### src/rtl/fetch_queue.sv
// Instruction-fetch stage: owns the PC, drives a 1-cycle-latency instruction
// memory and buffers returned words in a small FIFO feeding decode over valid/ready.
module fetch_queue #(
    parameter int              XLEN     = 32,
    parameter int              ADDR_W   = 10,
    parameter int              DEPTH    = 2,
    parameter logic [XLEN-1:0] RESET_PC = '0,
    parameter logic [31:0]     NOP      = 32'h0000_0013
) (
    input  logic              clk_i,
    input  logic              rst_i,
    input  logic              redirect_i,
    input  logic [XLEN-1:0]   redirect_pc_i,
    output logic              imem_req_o,
    output logic [ADDR_W-1:0] imem_addr_o,
    input  logic [31:0]       imem_rdata_i,
    output logic              id_valid_o,
    input  logic              id_ready_i,
    output logic [31:0]       id_ir_o,
    output logic [XLEN-1:0]   id_pc_o,
    output logic [XLEN-1:0]   id_npc_o
);

    localparam int PTR_W = $clog2(DEPTH);
    localparam int CNT_W = PTR_W + 1;

    typedef struct packed {
        logic [XLEN-1:0] pc;
        logic [31:0]     ir;
    } entry_t;

    entry_t            fifo_q [DEPTH];
    logic [PTR_W-1:0]  wr_ptr_q, rd_ptr_q;
    logic [CNT_W-1:0]  count_q;
    logic [XLEN-1:0]   pc_q, req_pc_q, last_pc_q;
    logic              inflight_q;

    logic              pop, push, issue;
    logic [CNT_W:0]    credits;
    entry_t            head;

    assign head       = fifo_q[rd_ptr_q];
    assign id_valid_o = (count_q != '0);
    assign id_ir_o    = id_valid_o ? head.ir : NOP;
    assign id_pc_o    = id_valid_o ? head.pc : last_pc_q;
    assign id_npc_o   = id_pc_o + XLEN'(4);

    assign pop  = id_valid_o && id_ready_i;
    assign push = inflight_q && !redirect_i;

    // Credits count every slot already committed: queued, in flight, minus what leaves now.
    assign credits = {1'b0, count_q} + {{CNT_W{1'b0}}, inflight_q}
                   - {{CNT_W{1'b0}}, pop};
    assign issue   = !rst_i && !redirect_i && (credits < (CNT_W+1)'(DEPTH));

    assign imem_req_o  = issue;
    assign imem_addr_o = pc_q[ADDR_W+1:2];

    always_ff @(posedge clk_i or posedge rst_i) begin
        if (rst_i) begin
            pc_q       <= RESET_PC;
            req_pc_q   <= '0;
            inflight_q <= 1'b0;
            last_pc_q  <= '0;
            wr_ptr_q   <= '0;
            rd_ptr_q   <= '0;
            count_q    <= '0;
        end else begin
            inflight_q <= issue;
            if (issue)
                req_pc_q <= pc_q;

            if (redirect_i)
                pc_q <= redirect_pc_i & ~XLEN'(3);
            else if (issue)
                pc_q <= pc_q + XLEN'(4);

            // Remember the head so id_pc_o holds its last value once the queue drains.
            if (id_valid_o)
                last_pc_q <= head.pc;

            if (redirect_i) begin
                wr_ptr_q <= '0;
                rd_ptr_q <= '0;
                count_q  <= '0;
            end else begin
                if (push)
                    wr_ptr_q <= wr_ptr_q + PTR_W'(1);
                if (pop)
                    rd_ptr_q <= rd_ptr_q + PTR_W'(1);
                case ({push, pop})
                    2'b10:   count_q <= count_q + CNT_W'(1);
                    2'b01:   count_q <= count_q - CNT_W'(1);
                    default: count_q <= count_q;
                endcase
            end
        end
    end

    always_ff @(posedge clk_i) begin
        if (push)
            fifo_q[wr_ptr_q] <= '{pc: req_pc_q, ir: imem_rdata_i};
    end

endmodule
### config.mk
export PLATFORM = sky130hd
export DESIGN_NAME = fetch_queue
export DESIGN_NICKNAME = d
export VERILOG_FILES = /design/src/rtl/fetch_queue.sv
export SDC_FILE = /design/constraint.sdc
export NUM_CORES = 1
export LEC_CHECK = 0
export BUFFER_PORTS_ARGS = -buffer_cell sky130_fd_sc_hd__buf_2
export CAP_MARGIN = 10
export CELL_PAD_IN_SITES_DETAIL_PLACEMENT = 1
export CELL_PAD_IN_SITES_GLOBAL_PLACEMENT = 1
export CORE_ASPECT_RATIO = 0.6
export CORE_MARGIN = 2
export CORE_UTILIZATION = 45
export DETAILED_ROUTE_END_ITERATION = 12
export GPL_TIMING_DRIVEN = 0
export HOLD_SLACK_MARGIN = 0.05
export PLACE_DENSITY = 0.84
export SLEW_MARGIN = 20
export SYNTH_ARGS = -nofsm -noshare
export SYNTH_HDL_FRONTEND = slang
export SYNTH_SLANG_ARGS = --single-unit
### constraint.sdc
create_clock -name clk_i -period 11.6 [get_ports clk_i]
set_input_delay 1.16 -clock clk_i [delete_from_list [all_inputs] [get_ports clk_i]]
set_output_delay 1.16 -clock clk_i [all_outputs]
set_load 0.05 [all_outputs]
==> results_dict.tcl <==
set metrics [dict create \
    clockRootBuffer "clkbuf_16" \
    setup_viol 0 \
    worst_pin_slew_ns 0.772 \
    io_buffers 173 \
    fin_setup_tns_ns 0 \
    clk_path_buf_depth 3 \
    drc 0 \
    ys_types 48 \
    io_pins 176 \
    grt_setup_unrepaired "false" \
    dp_hpwl_mm 18.3 \
    core_um2 20900 \
    grt_overflow 0 \
    final_cell_mix "buf_2 (177), edfxtp_1 (124), dfrtp_1 (97)" \
    synthesis.area_um2 9570 \
    routed_wl_mm 26.2 \
    p_leak_nw 4.58 \
    start_util 0.457 \
    grt_pass1_vias 6665 \
    synth_nets 778 \
    drt_iter0_drc 370 \
    ys_async_sr_fraction 0.439 \
    cts_resized 0 \
    grt_first_pass_wirelength_mm 39.9 \
    grt_antenna_before_repair 1 \
    core.rowCount 41 \
    fin_crit_ns 5.71 \
    postCtsHoldBufs 0 \
    finalPower_mw 2.46 \
    synth_seq_cells 221 \
    hold_path_class "reg2reg" \
    fin_skew_ns 0.00995 \
    maxCapViolCount 0 \
    gp_congestion 0.795 \
    hold_viol 0 \
    cts.sinks 221 \
    viasPerCell 5.28 \
    startpoint_type "register" \
    synthCells 707 \
    chipWidth_um 192 \
    fmax_mhz 175 \
    area_growth_pct 21.6 \
    finalCritPeriodShare 0.492 \
    seq_area_frac_synth 0.643 \
    path_max_fanout 11 \
    drv_slew 0 \
    end_kind "output pin" \
    wl_per_cell_um 21.6 \
    cts_buffers 22 \
    critPathKind "reg2out" \
    yosys_most_used_dff "edfxtp_1" \
    relSlewSlack 0.483 \
    grt_max_degree 69 \
    vias 6385 \
    cp.arrival_ns 4.55 \
    p_per_area_nw_per_um2 212 \
    cts_setup_buffers 0 \
    postRouteAntennaNets 0 \
    insertion_delay_ns 0.50 \
    clkTransAtPathRegs_ns 0.07 \
    ys_warn_count 0 \
    dieArea_um2 22500 \
    outcome "finished, final reports clean" \
    vdd_drop_max_uv 122 \
    layout_commonest_cell "buf_2" \
    cts_tree "yes" \
    avgSynthCellArea_um2 13.5 \
    cts_htree_levels 1 \
    track_usage 0.236 \
    dr.pass1.iters 4 \
    die_y_um 117 \
    nNetsFinal 985 \
    post_route_cells_drive_above_1_share 0.339 \
    synth_edf_count 124 \
    required_ns 10.44 \
]
==> stage by stage <==
stage | setup WS [ns] | hold WS [ns] | instances | util | instance area, µm²
after global placement | 1.92 | 0.448 | 1159 | 0.515 | 10800
after CTS | 5.92 | 0.472 | 1209 | 0.556 | 11600
after detailed placement | 6.49 | 0.462 | 1169 | 0.522 | 10900
after global routing | 5.66 | 0.488 | 1209 | 0.556 | 11600
after floorplan | 4.92 | 0.438 | 707 | - | 9570
final | 5.89 | 0.471 | 1210 | 0.556 | 11600
==> state kept, by name, indices dropped and copies added, names as in the netlist <==
register    count
count_q         2
req_pc_q       30
last_pc_q      32
rd_ptr_q        1
fifo_q        124
wr_ptr_q        1
inflight_q      1
pc_q           30
==> final timing paths <==
kind | end | depth (start not counted) | start | slack (ns)
min | fifo_q[0][52] | 0 | req_pc_q[20] | 0.47
min in group asynchronous | pc_q[3] | 2 | rst_i | 0.64
max | imem_req_o | 10 | count_q[1] | 5.89
min reg2reg | fifo_q[0][52] | 0 | req_pc_q[20] | 0.47
max reg2reg | req_pc_q[28] | 10 | count_q[1] | 7.39
max in group asynchronous | last_pc_q[15] | 3 | rst_i | 10.30
==> power by group <==
group	total (mW)	switching (mW)	internal, mW
clock	0.716	0.295	0.421
sequential	1.00	0.0688	0.936
combinational	0.744	0.559	0.185
total	2.46	0.923	1.54
==> cell families after synthesis <==
group / Yosys count / synth area share
and+or+nand+nor: 203 / 0.113
adders and majority gates: 3 / 0.00470
buffers and inverters: 61 / 0.0353
xor gates and xnor gates: 61 / 0.0558
AOI/OAI and AO/OA: 56 / 0.0371
DFF: 221 / 0.643
muxes: 102 / 0.112
==> synth_stat cells, drive strengths merged (2+ instances only) <==
| master | n | area (µm²) |
|---|---|---|
| a21o | 3 | 22.5 |
| a21oi | 15 | 131 |
| and2 | 6 | 37.5 |
| and3 | 6 | 37.5 |
| and4 | 5 | 43.8 |
| buf | 29 | 215 |
| clkbuf | 13 | 48.8 |
| dfrtp | 97 | 2430 |
| edfxtp | 124 | 3720 |
| ha | 2 | 25.0 |
| inv | 18 | 70.1 |
| mux2 | 38 | 428 |
| mux2i | 64 | 641 |
| nand2 | 56 | 210 |
| nand3 | 20 | 110 |
| nand4 | 9 | 62.6 |
| nor2 | 49 | 191 |
| nor2b | 4 | 25.0 |
| nor3 | 34 | 210 |
| nor3b | 2 | 20.0 |
| nor4 | 5 | 62.6 |
| nor4b | 2 | 30.0 |
| o21ai | 36 | 184 |
| xnor2 | 36 | 315 |
| xor2 | 25 | 219 |
==> layer usage <==
metal / track usage / part of all wire / wire, µm
met1: 0.346 / 0.47 / 12300
met2: 0.365 / 0.44 / 11600
met3: 0.0376 / 0.056 / 1470
met4: 0.0728 / 0.031 / 824
met5: 0 / 0 / 0
==> cell type report <==
type	count	area [µm²]
fillers	2172	9290
repair buffers	183	981
multi-input cells	425	3090
clock buffers	31	626
well taps	279	349
clock inverters	9	93.8
flip-flops and latches	221	6150
diodes	1	2.50
inverters	19	78.8
plain buffers	42	264
==> worst max-delay path, cell delays in order, from the launching register on <==
cell      delay, ns
dfrtp_1        0.49
nor2_4         0.21
clkbuf_1       0.34
clkbuf_1       0.50
nor2_1         0.15
fa_1           0.43
xnor2_1        0.54
and2_1         0.31
nor2b_1        0.37
buf_2          0.37
buf_2          0.34
No activity file was read; power rests on OpenSTA's default activity.
